==> config.mk <==
export PLATFORM = sky130hd
export DESIGN_NAME = alu_op_sequencer_flat
export DESIGN_NICKNAME = d
export VERILOG_FILES = /design/src/rtl/alu_seq_pkg.sv /design/src/rtl/alu_op_sequencer_if.sv /design/src/rtl/mul_iter_unit.sv /design/src/rtl/alu_op_sequencer.sv /design/src/flat_wrapper.sv
export SDC_FILE = /design/constraint.sdc
export NUM_CORES = 1
export LEC_CHECK = 0
export ABC_AREA = 1
export CORE_ASPECT_RATIO = 1.75
export CORE_MARGIN = 5
export CORE_UTILIZATION = 50
export DETAILED_ROUTE_END_ITERATION = 10
export PLACE_DENSITY = 0.7
export SYNTH_ARGS = -nofsm -noshare
export SYNTH_HDL_FRONTEND = slang
export SYNTH_SLANG_ARGS = --single-unit
==> constraint.sdc <==
create_clock -name clk_i -period 11.2 [get_ports clk_i]
set_clock_uncertainty 0.2 [all_clocks]
set_input_delay 2.24 -clock clk_i [delete_from_list [all_inputs] [get_ports clk_i]]
set_output_delay 2.24 -clock clk_i [all_outputs]
set_load 0.1 [all_outputs]
==> src/rtl/alu_seq_pkg.sv <==
`default_nettype none
// +----------------------------------------------------------------------------+
// | Package : alu_seq_pkg                                                      |
// | Brief   : ALUCtr codes, ALUOp codes and FSM states for alu_op_sequencer.   |
// | Rev     : 1.0  initial release                                             |
// +----------------------------------------------------------------------------+
package alu_seq_pkg;

  localparam logic [2:0] c_ALU_AND  = 3'b000;
  localparam logic [2:0] c_ALU_XOR  = 3'b001;
  localparam logic [2:0] c_ALU_SLL  = 3'b010;
  localparam logic [2:0] c_ALU_ADD  = 3'b011;
  localparam logic [2:0] c_ALU_SUB  = 3'b100;
  localparam logic [2:0] c_ALU_MUL  = 3'b101;
  localparam logic [2:0] c_ALU_ADDI = 3'b110;
  localparam logic [2:0] c_ALU_SRAI = 3'b111;

  localparam logic [1:0] c_ALUOP_BRANCH = 2'b00;
  localparam logic [1:0] c_ALUOP_LDST   = 2'b01;
  localparam logic [1:0] c_ALUOP_RTYPE  = 2'b10;
  localparam logic [1:0] c_ALUOP_ITYPE  = 2'b11;

  typedef enum logic [1:0] {
    ST_IDLE = 2'd0,
    ST_MUL  = 2'd1,
    ST_DONE = 2'd2
  } state_t;

endpackage
`default_nettype wire

==> src/rtl/alu_op_sequencer_if.sv <==
`default_nettype none
// +----------------------------------------------------------------------------+
// | Interface : alu_op_sequencer_if                                            |
// | Brief     : Op-in / result-out handshake bundle of the ALU sequencer.      |
// | Rev       : 1.0  initial release                                           |
// +----------------------------------------------------------------------------+
interface alu_op_sequencer_if #(
  parameter int DATA_W = 32
);
  logic              in_valid_i;
  logic              in_ready_o;
  logic [1:0]        ALUOp_i;
  logic [6:0]        funct7_i;
  logic [2:0]        funct3_i;
  logic [DATA_W-1:0] data1_i;
  logic [DATA_W-1:0] data2_i;
  logic              out_valid_o;
  logic              out_ready_i;
  logic [DATA_W-1:0] result_o;
  logic              zero_o;
  logic [2:0]        ALUCtr_o;
  logic              busy_o;
  logic              illegal_o;

  modport master (
    output in_valid_i, ALUOp_i, funct7_i, funct3_i, data1_i, data2_i, out_ready_i,
    input  in_ready_o, out_valid_o, result_o, zero_o, ALUCtr_o, busy_o, illegal_o
  );

  modport slave (
    input  in_valid_i, ALUOp_i, funct7_i, funct3_i, data1_i, data2_i, out_ready_i,
    output in_ready_o, out_valid_o, result_o, zero_o, ALUCtr_o, busy_o, illegal_o
  );
endinterface
`default_nettype wire

==> src/rtl/mul_iter_unit.sv <==
`default_nettype none
// +----------------------------------------------------------------------------+
// | Module : mul_iter_unit                                                     |
// | Brief  : Iterative shift-add multiplier, one partial product per clock.    |
// | Rev    : 1.0  initial release                                              |
// +----------------------------------------------------------------------------+
module mul_iter_unit #(
  parameter int DATA_W = 32
) (
  input  logic              clk_i,
  input  logic              rst_i,
  input  logic              start_i,
  input  logic [DATA_W-1:0] a_i,
  input  logic [DATA_W-1:0] b_i,
  output logic              done_o,
  output logic [DATA_W-1:0] product_o
);
  localparam int              CNT_W      = $clog2(DATA_W) + 1;
  localparam logic [CNT_W-1:0] c_CNT_LOAD = CNT_W'(DATA_W);
  localparam logic [CNT_W-1:0] c_CNT_ONE  = CNT_W'(1);

  logic [DATA_W-1:0] r_acc;
  logic [DATA_W-1:0] r_mcand;
  logic [DATA_W-1:0] r_mplier;
  logic [CNT_W-1:0]  r_cnt;
  logic [DATA_W-1:0] w_acc_next;

  // product_o is the accumulator after the current step, valid when done_o
  assign w_acc_next = r_acc + (r_mplier[0] ? r_mcand : '0);
  assign product_o  = w_acc_next;
  assign done_o     = (r_cnt == c_CNT_ONE);

  always_ff @(posedge clk_i or posedge rst_i) begin
    if (rst_i) begin
      r_acc    <= '0;
      r_mcand  <= '0;
      r_mplier <= '0;
      r_cnt    <= '0;
    end else if (start_i) begin
      r_acc    <= '0;
      r_mcand  <= a_i;
      r_mplier <= b_i;
      r_cnt    <= c_CNT_LOAD;
    end else if (r_cnt != '0) begin
      r_acc    <= w_acc_next;
      r_mcand  <= r_mcand << 1;
      r_mplier <= r_mplier >> 1;
      r_cnt    <= r_cnt - c_CNT_ONE;
    end
  end
endmodule
`default_nettype wire

==> src/rtl/alu_op_sequencer.sv <==
`default_nettype none
// +----------------------------------------------------------------------------+
// | Module : alu_op_sequencer                                                  |
// | Brief  : Handshaked ALU issue controller; 1-cycle ops inline, MUL iterative|
// |          Option: ALU_SEQ_ILLEGAL_FLAG_EN enables the illegal_o flag.       |
// | Rev    : 1.0  initial release                                              |
// +----------------------------------------------------------------------------+
module alu_op_sequencer
  import alu_seq_pkg::*;
#(
  parameter int DATA_W = 32
) (
  input  logic                 clk_i,
  input  logic                 rst_i,
  alu_op_sequencer_if.slave    bus
);
  localparam int SHAMT_W = $clog2(DATA_W);

  state_t              r_state;
  logic [DATA_W-1:0]   r_result;
  logic                r_zero;
  logic [2:0]          r_ctr;
  logic [2:0]          w_ctr;
  logic                w_illegal;
  logic [DATA_W-1:0]   w_result;
  logic [SHAMT_W-1:0]  w_shamt;
  logic                w_accept;
  logic                w_mul_start;
  logic                w_mul_done;
  logic [DATA_W-1:0]   w_mul_product;

  assign w_accept    = bus.in_valid_i && (r_state == ST_IDLE);
  assign w_mul_start = w_accept && (w_ctr == c_ALU_MUL);
  assign w_shamt     = bus.data2_i[SHAMT_W-1:0];

  // Illegal codes fall through with ALUCtr = AND (000) and illegal raised
  always_comb begin
    w_ctr     = c_ALU_AND;
    w_illegal = 1'b0;
    case (bus.ALUOp_i)
      c_ALUOP_BRANCH: w_ctr = c_ALU_SUB;
      c_ALUOP_LDST:   w_ctr = c_ALU_ADD;
      c_ALUOP_RTYPE: begin
        case ({bus.funct7_i, bus.funct3_i})
          10'b0000000_111: w_ctr = c_ALU_AND;
          10'b0000000_100: w_ctr = c_ALU_XOR;
          10'b0000000_001: w_ctr = c_ALU_SLL;
          10'b0000000_000: w_ctr = c_ALU_ADD;
          10'b0100000_000: w_ctr = c_ALU_SUB;
          10'b0000001_000: w_ctr = c_ALU_MUL;
          default:         w_illegal = 1'b1;
        endcase
      end
      c_ALUOP_ITYPE: begin
        case (bus.funct3_i)
          3'b000:  w_ctr = c_ALU_ADDI;
          3'b101:  w_ctr = c_ALU_SRAI;
          default: w_illegal = 1'b1;
        endcase
      end
      default: w_illegal = 1'b1;
    endcase
  end

  always_comb begin
    w_result = '0;
    case (w_ctr)
      c_ALU_AND:             w_result = bus.data1_i & bus.data2_i;
      c_ALU_XOR:             w_result = bus.data1_i ^ bus.data2_i;
      c_ALU_SLL:             w_result = bus.data1_i << w_shamt;
      c_ALU_ADD, c_ALU_ADDI: w_result = bus.data1_i + bus.data2_i;
      c_ALU_SUB:             w_result = bus.data1_i - bus.data2_i;
      c_ALU_SRAI:            w_result = $unsigned($signed(bus.data1_i) >>> w_shamt);
      default:               w_result = '0;
    endcase
    if (w_illegal) w_result = '0;
  end

  mul_iter_unit #(.DATA_W(DATA_W)) u_mul (
    .clk_i     (clk_i),
    .rst_i     (rst_i),
    .start_i   (w_mul_start),
    .a_i       (bus.data1_i),
    .b_i       (bus.data2_i),
    .done_o    (w_mul_done),
    .product_o (w_mul_product)
  );

`ifdef ALU_SEQ_ILLEGAL_FLAG_EN
  logic r_illegal;
`endif

  always_ff @(posedge clk_i or posedge rst_i) begin
    if (rst_i) begin
      r_state  <= ST_IDLE;
      r_result <= '0;
      r_zero   <= 1'b0;
      r_ctr    <= c_ALU_AND;
`ifdef ALU_SEQ_ILLEGAL_FLAG_EN
      r_illegal <= 1'b0;
`endif
    end else begin
      case (r_state)
        ST_IDLE: begin
          if (w_accept) begin
            r_ctr <= w_ctr;
`ifdef ALU_SEQ_ILLEGAL_FLAG_EN
            r_illegal <= w_illegal;
`endif
            if (w_mul_start) begin
              r_state <= ST_MUL;
            end else begin
              r_result <= w_result;
              r_zero   <= (w_result == '0);
              r_state  <= ST_DONE;
            end
          end
        end
        ST_MUL: begin
          if (w_mul_done) begin
            r_result <= w_mul_product;
            r_zero   <= (w_mul_product == '0);
            r_state  <= ST_DONE;
          end
        end
        ST_DONE: begin
          if (bus.out_ready_i) begin
            r_state <= ST_IDLE;
`ifdef ALU_SEQ_ILLEGAL_FLAG_EN
            r_illegal <= 1'b0;
`endif
          end
        end
        default: r_state <= ST_IDLE;
      endcase
    end
  end

  assign bus.in_ready_o  = (r_state == ST_IDLE);
  assign bus.busy_o      = (r_state != ST_IDLE);
  assign bus.out_valid_o = (r_state == ST_DONE);
  assign bus.result_o    = r_result;
  assign bus.zero_o      = r_zero;
  assign bus.ALUCtr_o    = r_ctr;
`ifdef ALU_SEQ_ILLEGAL_FLAG_EN
  assign bus.illegal_o   = r_illegal;
`else
  assign bus.illegal_o   = 1'b0;
`endif
endmodule
`default_nettype wire

==> src/flat_wrapper.sv <==
// flat-port wrapper written by rule: the top's interface ports become plain ports
module alu_op_sequencer_flat import alu_seq_pkg::*;
#(
  parameter int DATA_W = 32
)
  (clk_i, rst_i, bus_in_valid_i, bus_ALUOp_i, bus_funct7_i, bus_funct3_i, bus_data1_i, bus_data2_i, bus_out_ready_i, bus_in_ready_o, bus_out_valid_o, bus_result_o, bus_zero_o, bus_ALUCtr_o, bus_busy_o, bus_illegal_o);
  alu_op_sequencer_if #(.DATA_W(DATA_W)) bus_i ();
  input  logic clk_i;
  input  logic rst_i;
  input wire logic [$bits(bus_i.in_valid_i)-1:0] bus_in_valid_i;
  input wire logic [$bits(bus_i.ALUOp_i)-1:0] bus_ALUOp_i;
  input wire logic [$bits(bus_i.funct7_i)-1:0] bus_funct7_i;
  input wire logic [$bits(bus_i.funct3_i)-1:0] bus_funct3_i;
  input wire logic [$bits(bus_i.data1_i)-1:0] bus_data1_i;
  input wire logic [$bits(bus_i.data2_i)-1:0] bus_data2_i;
  input wire logic [$bits(bus_i.out_ready_i)-1:0] bus_out_ready_i;
  output wire logic [$bits(bus_i.in_ready_o)-1:0] bus_in_ready_o;
  output wire logic [$bits(bus_i.out_valid_o)-1:0] bus_out_valid_o;
  output wire logic [$bits(bus_i.result_o)-1:0] bus_result_o;
  output wire logic [$bits(bus_i.zero_o)-1:0] bus_zero_o;
  output wire logic [$bits(bus_i.ALUCtr_o)-1:0] bus_ALUCtr_o;
  output wire logic [$bits(bus_i.busy_o)-1:0] bus_busy_o;
  output wire logic [$bits(bus_i.illegal_o)-1:0] bus_illegal_o;
  assign bus_i.in_valid_i = bus_in_valid_i;
  assign bus_i.ALUOp_i = bus_ALUOp_i;
  assign bus_i.funct7_i = bus_funct7_i;
  assign bus_i.funct3_i = bus_funct3_i;
  assign bus_i.data1_i = bus_data1_i;
  assign bus_i.data2_i = bus_data2_i;
  assign bus_i.out_ready_i = bus_out_ready_i;
  assign bus_in_ready_o = bus_i.in_ready_o;
  assign bus_out_valid_o = bus_i.out_valid_o;
  assign bus_result_o = bus_i.result_o;
  assign bus_zero_o = bus_i.zero_o;
  assign bus_ALUCtr_o = bus_i.ALUCtr_o;
  assign bus_busy_o = bus_i.busy_o;
  assign bus_illegal_o = bus_i.illegal_o;
  alu_op_sequencer #(.DATA_W(DATA_W)) u_core (.clk_i(clk_i), .rst_i(rst_i), .bus(bus_i));
endmodule
# After elaboration in Yosys (flattened, before gate mapping)
# Index checks and enable logic that the tools add are counted.
op_classes:
  n_shift: 2
  eq_ne: 23
  n_reduce_logical: 19
  addsub: 4
  bitwise: 2
  n_mux: 30
ops:
  columns: ["op", "count"]
  rows:
  - ["2-to-1 mux 32 bit", 11]
  - ["one-hot mux 32 bit (6 select lines)", 1]
  - ["adder 32 bit", 2]
  - ["logical NOT 32 bit", 2]
  - ["one-hot mux 32 bit (2 select lines)", 1]
  - ["bitwise AND 32 bit", 1]
  - ["<< shifter 32 x 5 -> 32 bit", 1]
  - [">>> shifter 32 x 5 -> 32 bit", 1]
  - ["subtractor 32 bit", 1]
  - ["XOR 32 bit", 1]
  - ["equality test 10 x 3 -> 1 bit (second input constant)", 2]
  - ["equality test 3 bit (second input constant)", 5]
  - ["one-hot mux 3 bit (5 select lines)", 1]
  - ["2-to-1 mux 6 bit", 2]
  - ["one-hot mux 3 bit (4 select lines)", 1]
  - ["equality test 10 x 1 -> 1 bit (second input constant)", 1]
  - ["equality test 10 x 4 -> 1 bit (second input constant)", 1]
  - ["equality test 10 x 9 -> 1 bit (second input constant)", 1]
  - ["logical NOT 10 bit", 1]
  - ["2-to-1 mux 2 bit", 4]
  - ["equality test 2 bit (second input constant)", 3]
  - ["equality test 3 x 2 -> 1 bit (second input constant)", 2]
  - ["equality test 6 x 1 -> 1 bit (second input constant)", 1]
  - ["logical NOT 3 bit", 2]
  - ["18 further kinds", 31]
word_totals:
  ff_bits: 140
  inputBits: 80
  elab_cells: 88
  out_inout_bits: 40

# Logic depth before layout (Yosys ltp)
depth:
  depth_word: 11
  mapped_depth: 37

# By module
# A second synthesis with hierarchy kept.
hier_totals:
  cells_unflattened: 2920
  area_unflattened_um2: 16881.2
modules_own_cells:
  columns: ["module", "cells_each", "area_each_um2", "instances"]
  rows:
  - ["alu_op_sequencer", 1910, 9908.3, 1]
  - ["mul_iter_unit", 1010, 6972.9, 1]

# Worst setup path before layout
# Ideal clock, no wire load.
synth_timing:
  kind: "input port to flip-flop"
  startpoint: "input bus_data2_i[1]"
  endpoint: "register u_core.r_zero, in the netlist u_core.bus.zero_o"
  path_slack_ps: 5181
  setup_time_ps: 68
  arrival_ps: 5752
  path_buffers: 2
  cell_stages: 35
  cell_sequence: "buf_2 > inv_2 > clkbuf_1 > ha_1 > inv_1 > nor3_2 > nand3_1 > nor3_2 > nand3_1 > nor2_1 > nand3_1 > nor3_1 > nand3_1 > nand2_1 > o21ai_0 > xor2_1 > ha_1 > nand2_1 > nor2_1 > nand2_1 > nor3_1 > nand2_1 > nand2_1 > nand2_1 > nand3_1 > nand3_1 > nand2_1 > nand2_1 > nor2_1 > nand2_1 > nor2_1 > nand3_1 > nand2_1 > nand2_1 > nand2_1"
synth_via:
  elab_chain_cells: 7
  word_cells_on_any_way: 12
  cone_classes: "add/sub (2); shift (2); mux (5); bitwise (2); reduce/logical (1)"
synth_lines:
  columns: ["element", "line_no", "rtl"]
  rows:
  - ["start: declaration", "flat_wrapper.sv:15", "input wire logic [$bits(bus_i.data2_i)-1:0] bus_data2_i;"]
  - ["subtractor 32 bit (tied with other cells)", "alu_op_sequencer.sv:72", "c_ALU_SUB: w_result = bus.data1_i - bus.data2_i;"]
  - ["one-hot mux 32 bit (6 select lines) (*)", "alu_op_sequencer.sv:67", "case (w_ctr)"]
  - ["2-to-1 mux 32 bit (*)", "alu_op_sequencer.sv:76", "if (w_illegal) w_result = '0;"]
  - ["logical NOT 32 bit (*)", "alu_op_sequencer.sv:114", "r_zero <= (w_result == '0);"]
  - ["2-to-1 mux 1 bit (*)", "alu_op_sequencer.sv:110", "if (w_mul_start) begin"]
  - ["2-to-1 mux 1 bit (*)", "alu_op_sequencer.sv:105", "if (w_accept) begin"]
  - ["one-hot mux 1 bit (2 select lines) (*)", "alu_op_sequencer.sv:103", "case (r_state)"]
  - ["end signal: assignment", "alu_op_sequencer.sv:114", null]
  - ["end signal: assignment", "alu_op_sequencer.sv:122", "r_zero <= (w_mul_product == '0);"]
  - ["end: declaration", "alu_op_sequencer.sv:21", "logic r_zero;"]
# Mark *: on every way between the ends. The rest lies on a longest branch, timed or not. The select of a mux whose other input is x is not followed.
# A chain may end at the register's enable or synchronous reset.

# Worst setup path in the final report
layout_timing:
  startpoint: "input bus_ALUOp_i[1]"
  endpoint: "register u_core.r_zero, in the netlist u_core.bus.zero_o"
layout_via:
  elab_chain_cells: 10
  word_cells_on_any_way: 24
  cone_classes: "eq/ne (11); mux (7); reduce/logical (6)"
layout_lines:
  columns: ["element", "line_no", "rtl"]
  rows:
  - ["start: declaration", "flat_wrapper.sv:11", "input wire logic [$bits(bus_i.ALUOp_i)-1:0] bus_ALUOp_i;"]
  - ["equality test 2 bit (tied with other cells)", "alu_op_sequencer.sv:40", "case (bus.ALUOp_i)"]
  - ["one-hot mux 3 bit (4 select lines)", "alu_op_sequencer.sv:40", null]
  - ["equality test 3 x 2 -> 1 bit / equality test 3 bit (equally long branches)", "alu_op_sequencer.sv:67", null]
  - ["OR reduction 2 bit", "alu_op_sequencer.sv:67", null]
  - ["one-hot mux 32 bit (6 select lines)", "alu_op_sequencer.sv:67", null]
  - ["2-to-1 mux 32 bit", "alu_op_sequencer.sv:76", null]
  - ["logical NOT 32 bit", "alu_op_sequencer.sv:114", null]
  - ["2-to-1 mux 1 bit", "alu_op_sequencer.sv:110", null]
  - ["2-to-1 mux 1 bit", "alu_op_sequencer.sv:105", null]
  - ["one-hot mux 1 bit (2 select lines)", "alu_op_sequencer.sv:103", null]
# Several ways; a longest one is shown, not always the timed one. The select of a mux whose other input is x is not followed.

==> metrics.txt <==
gpl congestion around 1.1; hpwl dp ~66 mm; drt wl/cell about 26 µm; ant diodes 0; most frequent CP cell nand2_1; post-route clock period utilization ~72%; total global routing overflow 0; top-area cell type share of the netlist area about 23%; critical path's slowest cell nand3_1; final hold vios 0; Synth cell types 51; CTS Buf Count 17; Die Ht between 200 and 250 µm; Mapped Area 0.0163 mm²; outcome complete, no violations; Sw Ratio 54.5%; final net count 2978; Worst slew margin roughly 23%; setup TNS 0 ns; Clock power frac 17.6%; Post-Syn Nets about 3k; Post-CTS Setup Inserts 0; port bufs around 120; max frequency about 120 MHz; Comb pwr share between 50% and 60%; CTS tree yes; Reg clk slew, reported paths 0.07 ns; CTS sink count 140; post-route ant nets 0; Power Total around 3300 µW; Area contributors post-synth nand2_1 23%, dfrtp_1 22%, nand3_1 10%; Slew Viols, Final 0; Clk Latency, worst-skew pair ~0.45 ns; Hold WC Path Type flop to flop; critical path type input port to flop; via count just over 20k; RSZ-0062 raised after global routing false; Post-CTS Resized 0; hold_buf cts 0; Filler cells 3294; Die ar. approximately 0.036 mm²; Max Cap Viol 0; Critical Path AT 8.28 ns; Power Density between 150 and 200 mW/mm²; Vias per Instance between 6 and 7; GRT Total Usage ~44%; Least-Margin Pin Slew 1.16 ns; DRC 0; Worst Setup Start Kind input port; endpoint type of the worst setup path flop; first drt pass iteration count 10; Post-Syn Area per Cell 5.90 µm²; WL final roughly 80 mm; flops & latches, synth 140; Yosys Warn Count 0; initial core utilization 50.5%; P_int 1490 µW; number of I/O pins 120; wire length of the first global-routing pass 122 mm; initial DRC count 2290; share of cells above drive strength 1 about 3.5%; register area share after synthesis 21.5%; P_leak roughly 0.0097 µW; Psw ~1800 µW; Max Root-Sink Buffers 2; # H-tree levels 4; initial antenna violation count 1; largest net degree at the start of global routing between 70 and 80; Seq pwr share approximately 25%; Syn Inst Count approximately 2.8k; Crit path required time 11.38 ns; final setup violating endpoints 0; Die Wd 146 µm; Min Clock Period, post-route between 8 and 9 ns; crit-path max cell delay roughly 1.1 ns; vias in the first global route around 20k; Synth-to-Final Area Change 11.9%; CTS Root Cell clkbuf_16; Peak supply drop 0.000122 V; row count between 80 and 90; worst-path maximum fanout 28; Core Box Area between 0.03 and 0.04 mm²; cell taking the most area after synthesis nand2_1
==> cell usage after synthesis, drive strengths merged <==
cell type,n
dfrtp,140
o22a,7
nand4,94
nand2,994
conb,1
fa,2
o32ai,1
nor3,31
o22ai,2
o211ai,27
nor2,227
or2,5
o21ai,107
a21boi,2
o2111ai,1
a211oi,1
nand3b,7
buf,61
o221ai,42
and2,2
a31o,1
nand3,330
o21bai,5
xor2,60
o31ai,5
nor4,2
a21oi,98
ha,98
o21a,9
inv,301
xnor2,8
a22o,12
a21o,3
clkbuf,63
o41ai,1
clkinv,2
a31oi,3
==> layer usage <==
| metal | global-route usage (%) | vias to the layer above | part of all wire [%] |
|---|---|---|---|
| met5 | 0 | - | 0.016 |
| met4 | 47.0 | 2 | 14 |
| met3 | 7.05 | 517 | 7.2 |
| met2 | 75.5 | 1342 | 48 |
| met1 | 42.9 | 9207 | 31 |
| li1 | - | 9152 | - |
==> per-stage QoR <==
step	hold slack [ns]	util [%]	instance area, µm²	cells	setup slack (ns)
final	0.281	56.4	18200	3211	3.11
after global routing	0.308	56.4	18200	3211	2.72
after CTS	0.287	56.4	18200	3211	3.33
after detailed placement	0.270	54.6	17600	3179	2.89
after global placement	0.261	54.6	17600	3179	2.93
after floorplan	0.248	-	16300	2755	5.01
==> cells by family (layout without fill, tap and decap cells) <==
family	after synthesis	after routing	synth area share, %
XOR/XNOR	68	68	3.66
AO/OA/AOI/OAI	327	327	12.5
flip-flops	140	140	21.5
buffers and inverters	427	483	10.5
adder cells (fa/ha/maj)	100	100	7.79
AND/OR/NAND/NOR	1692	1692	44.0
other	1	1	0.0231
==> flip-flops by register name (all words and copies together), names as in the netlist <==
name                   count
u_core.bus.result_o       32
u_core.u_mul.r_acc        32
u_core.u_mul.r_mcand      32
u_core.u_mul.r_mplier     32
u_core.u_mul.r_cnt         6
u_core.bus.ALUCtr_o        3
u_core.r_state             2
u_core.bus.zero_o          1
==> critical path: cells and delay by family <==
family          cells  cell delay [ns]
fa+ha+maj           1             0.53
compound gates      3             1.30
simple gates       19             3.30
xor+xnor            1             0.14
buf+inv             3             0.72
==> power by group through the flow <==
stage	Sequential [µW]	Combinational [µW]	Clock (µW)
after global placement	826	1790	0
final	835	1870	579
after global routing	849	1990	605
after detailed placement	836	1820	0
after CTS	829	1830	579
after floorplan	1130	906	0
==> layout make-up <==
type                    count  area, µm²  area share, %
multi-input cells        2188      11100           60.8
clock buffers              17        425           2.34
repair buffers            148       1390           7.65
flip-flops and latches    140       3500           19.3
well taps                 400        500           2.75
inverters                 303       1140           6.29
clock inverters            15        169          0.929
==> path summary, 6_finish.rpt <==
kind,start,end,slack [ns],cells after the start
min in group asynchronous,rst_i,u_core.u_mul.r_acc[11],2.05,2
max in group asynchronous,rst_i,u_core.u_mul.r_acc[5],7.36,3
worst max register to register,u_core.u_mul.r_mplier[0],u_core.bus.zero_o,6.73,18
worst min-delay path,u_core.u_mul.r_acc[7],u_core.u_mul.r_acc[7],0.28,2
worst min register to register,u_core.u_mul.r_acc[7],u_core.u_mul.r_acc[7],0.28,2
worst max-delay path,bus_ALUOp_i[1],u_core.bus.zero_o,3.11,27
==> cells in the final DEF (no fill, tap or decap), types with 5 or more instances in the layout <==
cell type / synthesis / layout
nand3b_1: 7 / 7
dfrtp_1: 140 / 140
nand2_1: 987 / 987
o21ai_1: 6 / 6
o21ai_0: 101 / 101
clkbuf_16: 0 / 17
o21a_1: 9 / 9
a22o_1: 12 / 12
a21oi_1: 97 / 96
inv_2: 6 / 8
xor2_1: 60 / 60
nand2_2: 5 / 5
inv_6: 0 / 6
ha_1: 98 / 98
o211ai_1: 27 / 27
o221ai_1: 42 / 42
inv_1: 294 / 291
buf_4: 4 / 30
o21bai_1: 5 / 5
o31ai_1: 5 / 5
nor3_1: 29 / 29
xnor2_1: 8 / 8
nand3_1: 327 / 326
clkdlybuf4s50_1: 0 / 115
nand4_1: 93 / 93
nor2_1: 225 / 225
o22a_1: 7 / 7
(Power assumes the default switching activity.)
